[config.mk]
export PLATFORM = sky130hd
export DESIGN_NAME = gpio_input_controller
export DESIGN_NICKNAME = d
export VERILOG_FILES = /design/src/rtl/gpio_input_controller.sv
export SDC_FILE = /design/constraint.sdc
export NUM_CORES = 1
export LEC_CHECK = 0
export BUFFER_PORTS_ARGS = -buffer_cell sky130_fd_sc_hd__buf_2
export CAP_MARGIN = 20
export CORE_ASPECT_RATIO = 1.5
export CORE_UTILIZATION = 50
export DETAILED_ROUTE_END_ITERATION = 8
export MAX_ROUTING_LAYER = met4
export PLACE_DENSITY = 0.73
export SYNTH_ARGS = -nofsm -noshare
export SYNTH_HDL_FRONTEND = slang
export SYNTH_SLANG_ARGS = --single-unit
[constraint.sdc]
create_clock -name clock -period 4.2 [get_ports clock]
set_clock_uncertainty 0.15 [all_clocks]
set_input_delay 0 -clock clock [delete_from_list [all_inputs] [get_ports clock]]
set_output_delay 0 -clock clock [all_outputs]
set_load 0.005 [all_outputs]
[src/rtl/gpio_input_controller.sv]
// GPIO input controller: per-pin 2-flop synchroniser, polarity inversion,
// counter-based debounce, edge detection, write-1-to-clear pending flags and
// a registered level interrupt. Registers are read with combinational rdata.
module gpio_input_controller #(
  parameter int unsigned WIDTH           = 8,
  parameter int unsigned DEBOUNCE_CYCLES = 4,
  parameter int unsigned CNT_W           = 3
) (
  input  logic             clock,
  input  logic             reset,
  input  logic [WIDTH-1:0] pin_in,
  input  logic [1:0]       addr,
  input  logic             wr_en,
  input  logic [31:0]      wdata,
  output logic [31:0]      rdata,
  output logic [WIDTH-1:0] state_o,
  output logic             irq
);

  localparam logic [CNT_W-1:0] CntMax = CNT_W'(DEBOUNCE_CYCLES - 1);

  localparam logic [1:0] AddrInvert  = 2'd0;
  localparam logic [1:0] AddrState   = 2'd1;
  localparam logic [1:0] AddrEdgeEn  = 2'd2;
  localparam logic [1:0] AddrPending = 2'd3;

  logic [WIDTH-1:0] s1_q, s2_q;
  logic [WIDTH-1:0] invert_q, invert_d;
  logic [WIDTH-1:0] rise_en_q, rise_en_d;
  logic [WIDTH-1:0] fall_en_q, fall_en_d;
  logic [WIDTH-1:0] pending_q, pending_d;
  logic [WIDTH-1:0] stable_q, stable_d;
  logic [CNT_W-1:0] cnt_q [WIDTH];
  logic [CNT_W-1:0] cnt_d [WIDTH];
  logic             irq_q;

  logic [WIDTH-1:0] cand;
  logic [WIDTH-1:0] rise_evt, fall_evt;
  logic [WIDTH-1:0] pend_set, pend_clr;
  logic             wr_invert, wr_edge_en, wr_pending;

  // Only the low bits of each field exist; the rest of wdata is dropped.
  logic unused_wdata;
  assign unused_wdata = ^wdata;

  // Two-flop synchroniser for the asynchronous pins.
  always_ff @(posedge clock or posedge reset) begin
    if (reset) begin
      s1_q <= '0;
      s2_q <= '0;
    end else begin
      s1_q <= pin_in;
      s2_q <= s1_q;
    end
  end

  // Debounce: a pin must disagree with stable for DEBOUNCE_CYCLES samples in a row.
  always_comb begin
    cand     = s2_q ^ invert_q;
    stable_d = stable_q;
    rise_evt = '0;
    fall_evt = '0;
    for (int i = 0; i < int'(WIDTH); i++) begin
      cnt_d[i] = '0;
      if (cand[i] != stable_q[i]) begin
        if (cnt_q[i] == CntMax) begin
          stable_d[i] = cand[i];
          rise_evt[i] = cand[i];
          fall_evt[i] = ~cand[i];
        end else begin
          cnt_d[i] = cnt_q[i] + 1'b1;
        end
      end
    end
  end

  // Debounce state: stable value and per-pin mismatch counters.
  always_ff @(posedge clock or posedge reset) begin
    if (reset) begin
      stable_q <= '0;
      for (int i = 0; i < int'(WIDTH); i++) begin
        cnt_q[i] <= '0;
      end
    end else begin
      stable_q <= stable_d;
      for (int i = 0; i < int'(WIDTH); i++) begin
        cnt_q[i] <= cnt_d[i];
      end
    end
  end

  // Register write decode and pending update; a set beats a same-cycle clear.
  always_comb begin
    wr_invert  = wr_en && (addr == AddrInvert);
    wr_edge_en = wr_en && (addr == AddrEdgeEn);
    wr_pending = wr_en && (addr == AddrPending);
    invert_d   = wr_invert  ? wdata[WIDTH-1:0]     : invert_q;
    rise_en_d  = wr_edge_en ? wdata[WIDTH-1:0]     : rise_en_q;
    fall_en_d  = wr_edge_en ? wdata[WIDTH+15:16]   : fall_en_q;
    pend_clr   = wr_pending ? wdata[WIDTH-1:0]     : '0;
    pend_set   = (rise_evt & rise_en_q) | (fall_evt & fall_en_q);
    pending_d  = (pending_q & ~pend_clr) | pend_set;
  end

  // Control/status registers.
  always_ff @(posedge clock or posedge reset) begin
    if (reset) begin
      invert_q  <= '0;
      rise_en_q <= '0;
      fall_en_q <= '0;
      pending_q <= '0;
    end else begin
      invert_q  <= invert_d;
      rise_en_q <= rise_en_d;
      fall_en_q <= fall_en_d;
      pending_q <= pending_d;
    end
  end

  // Interrupt follows the pending flags one edge after they change.
  always_ff @(posedge clock or posedge reset) begin
    if (reset) begin
      irq_q <= 1'b0;
    end else begin
      irq_q <= |pending_q;
    end
  end

  // Combinational read mux; unused upper bits read as zero.
  always_comb begin
    rdata = '0;
    case (addr)
      AddrInvert:  rdata[WIDTH-1:0] = invert_q;
      AddrState:   rdata[WIDTH-1:0] = stable_q;
      AddrEdgeEn: begin
        rdata[WIDTH-1:0]    = rise_en_q;
        rdata[WIDTH+15:16]  = fall_en_q;
      end
      AddrPending: rdata[WIDTH-1:0] = pending_q;
      default:     rdata = '0;
    endcase
  end

  assign state_o = stable_q;
  assign irq     = irq_q;

endmodule

==> results_dict.tcl <==
set metrics [dict create \
    p_seq_share_pct 45.5 \
    p_int_w 0.00175 \
    synthTopCellsByArea "dfrtp_1 (56%), mux2_2 (6.9%), mux4_2 (5.0%), mux2_4 (4.2%), buf_4 (3.3%)" \
    maxCapViolations 0 \
    power.share.combinational_pct 25.0 \
    synth-xor-area-share_pct 3.88 \
    placedCellCount 404 \
    numCtsBuffers 9 \
    setup.worst_path.end_class "output port" \
    via_per_inst 5.08 \
    final_common_cell "dfrtp_1" \
    status "finished clean" \
    core_area_mm2 0.00694 \
    period_share_pct 37.0 \
    avgSynthCellArea_um2 13.0 \
    seq_area_frac_synth_pct 56.1 \
    yosysWarningCount 0 \
    grt-ovfl-total 0 \
    place_ws_ns 2.38 \
    layout_setup_ws_ns 2.65 \
    power.leakage_nw 2.10 \
    dr.pass1.iters 4 \
    synth_top_family_by_area "multiplexers" \
    vdd_drop_max_mv 0.293 \
    sw_frac_of_total_pct 28.6 \
    drive_gt1_share_pct 30.5 \
    clock.fmax_mhz 644 \
    start_util_pct 52.1 \
    cts.sink_count 81 \
    r2r_slack_ns 2.71 \
    synth-simple-area-share_pct 13.4 \
    grt_pass1_wl_mm 10.9 \
    yosysUniqueCellTypes 28 \
    syn2layout_area_growth_pct 21.4 \
    final_cell_mix "dfrtp_1 (81), buf_2 (53), nand2_1 (31)" \
    hold-worst-slack_ns 0.0224 \
    critical_path_class "reg -> out" \
    clkLatencyLatePin_ns 0.35 \
    fin_nets 415 \
    h-tree-depth 3 \
    dp_hpwl_mm 4.34 \
    p_per_area_mw_per_mm2 559 \
    drc 0 \
    cp.arrival_ns 1.40 \
    antenna-diode-count 0 \
    synth_compound_area_share_pct 3.05 \
    path_max_fanout 6 \
    ios 86 \
    fin_util_pct 63.2 \
    vias 2259 \
    place.gp.congestion 0.753 \
    synth_top_area_cell "dfrtp_1" \
    hold_violations 0 \
    drv_slew 0 \
    synthCells 278 \
    die_h_um 106 \
    antenna_found_initial 0 \
    port_buffers 53 \
    startpoint_type "flop" \
    synth_area_mm2 0.00361 \
    grt_max_degree 48 \
    rsz0062_at_grt "no" \
    setup_tns_ns 0 \
    crit_required_ns 4.05 \
    hold_path_class "in -> reg" \
    p_sw_w 0.000702 \
    synth_seq_cells 81 \
    cts-root-buf "clkbuf_8" \
    worst-slew-pin-transition_ns 0.780 \
    dieArea_mm2 0.00758 \
    num-fill-cells 539 \
    antenna_left 0 \
    setup_violations 0 \
    core.rowCount 37 \
    cts_tree "built" \
    wl_mm 6.42 \
    power.clock.fraction_pct 29.4 \
    wl_per_cell_um 14.4 \
    fin_cells 445 \
    clk_pin_slew_worst_paths_ns 0.08 \
    synth-adder-area-share_pct 2.77 \
    synthMuxAreaShare_pct 16.0 \
    layout_min_cycle_time_ns 1.55 \
    max-clock-path-buffers 2 \
    track_usage_pct 19.9 \
    grt_pass1_vias 2311 \
    drtIter0Drc 139 \
    synth_top_area_share_pct 56.1 \
    fp.dieW_um 71.4 \
    maxSlewHeadroom_pct 48.0 \
]
[state kept, by name (all words and copies together) (netlist names)]
signal and flops:
fall_en_q 8, s2_q 8, irq 1, pending_q 8
s1_q 8, cnt_q 24, state_o 8, invert_q 8
rise_en_q 8
[what timing repair did]
action                                  in CTS  in global routing
resized for setup                            0                  0
endpoints found under the hold margin       86                  0
setup buffers                                0                  0
hold buffers                                25                  0
endpoints found under the setup margin       0                  0
[stage by stage]
| step | instance area [um^2] | power (W) |
|---|---|---|
| 2_1_floorplan | 3670 | 0.00154 |
| 6_report | 4390 | 0.00245 |
| 4_1_cts | 4390 | 0.00248 |
| 3_5_place_dp | 3880 | 0.00174 |
| 3_3_place_gp | 3880 | 0.00171 |
| 5_1_grt | 4390 | 0.00262 |
[path summary, 6_finish.rpt]
path	end	startpoint	cells after the start
worst max-delay path	rdata[4]	state_o[4]	2
worst min-delay path	pending_q[0]	addr[1]	4
worst max register to register	pending_q[7]	invert_q[7]	3
worst min register to register	s2_q[4]	s1_q[4]	0
max in group asynchronous	s2_q[5]	reset	4
min in group asynchronous	fall_en_q[7]	reset	3
[Yosys cell counts]
cell type,count
nand2b_1,15
or4b_1,1
inv_1,2
ha_1,8
xnor2_1,8
clkbuf_1,1
nand3_1,1
nor2_1,8
mux2_4,10
mux2_2,22
xor2_1,8
and2b_1,1
nand2_4,1
nor2b_1,1
dfrtp_1,81
mux4_2,8
nand2_1,31
buf_4,16
nor3b_1,15
buf_2,1
nor3b_4,1
and2_1,8
o21ai_0,22
buf_6,3
nor4_1,2
nor3_1,1
nand4_1,1
conb_1,1
[power by group through the flow]
stage          logic (W)  clock network [W]  registers (W)
2_1_floorplan   0.000449                  0        0.00109
3_3_place_gp    0.000581                  0        0.00113
3_5_place_dp    0.000602                  0        0.00113
4_1_cts         0.000621           0.000736        0.00112
5_1_grt         0.000705           0.000775        0.00114
6_report        0.000614           0.000722        0.00112
[per-layer routing]
metal | track usage [%] | share of wire [%]
met1 | 23.3 | 43
met2 | 31.8 | 52
met3 | 6.07 | 3.3
met4 | 8.14 | 0.93
met5 | - | 0
[area by class of cell]
| class | count | area (um^2) | share of cell area (%) |
|---|---|---|---|
| clock buffer | 10 | 128 | 2.91 |
| clock inverter | 6 | 130 | 2.97 |
| inverter | 2 | 8.76 | 0.200 |
| multi-input combinational | 189 | 1470 | 33.6 |
| sequential | 81 | 2030 | 46.2 |
| tap | 78 | 97.6 | 2.22 |
| timing repair buffer | 79 | 523 | 11.9 |
[critical path: stages, from the launching register on]
cell,delay (ns)
dfrtp_1,0.44
mux4_2,0.48
buf_2,0.14
[cell families (layout without fill, tap and decap cells)]
group / Yosys count / in the layout
adder cells (fa/ha/maj): 8 / 8
multiplexers: 40 / 40
other: 1 / 16
AO/OA/AOI/OAI: 22 / 22
flip-flops: 81 / 81
buffers and inverters: 23 / 97
XOR/XNOR: 16 / 16
AND/OR/NAND/NOR: 87 / 87
No activity file was read; power rests on OpenSTA's default activity.
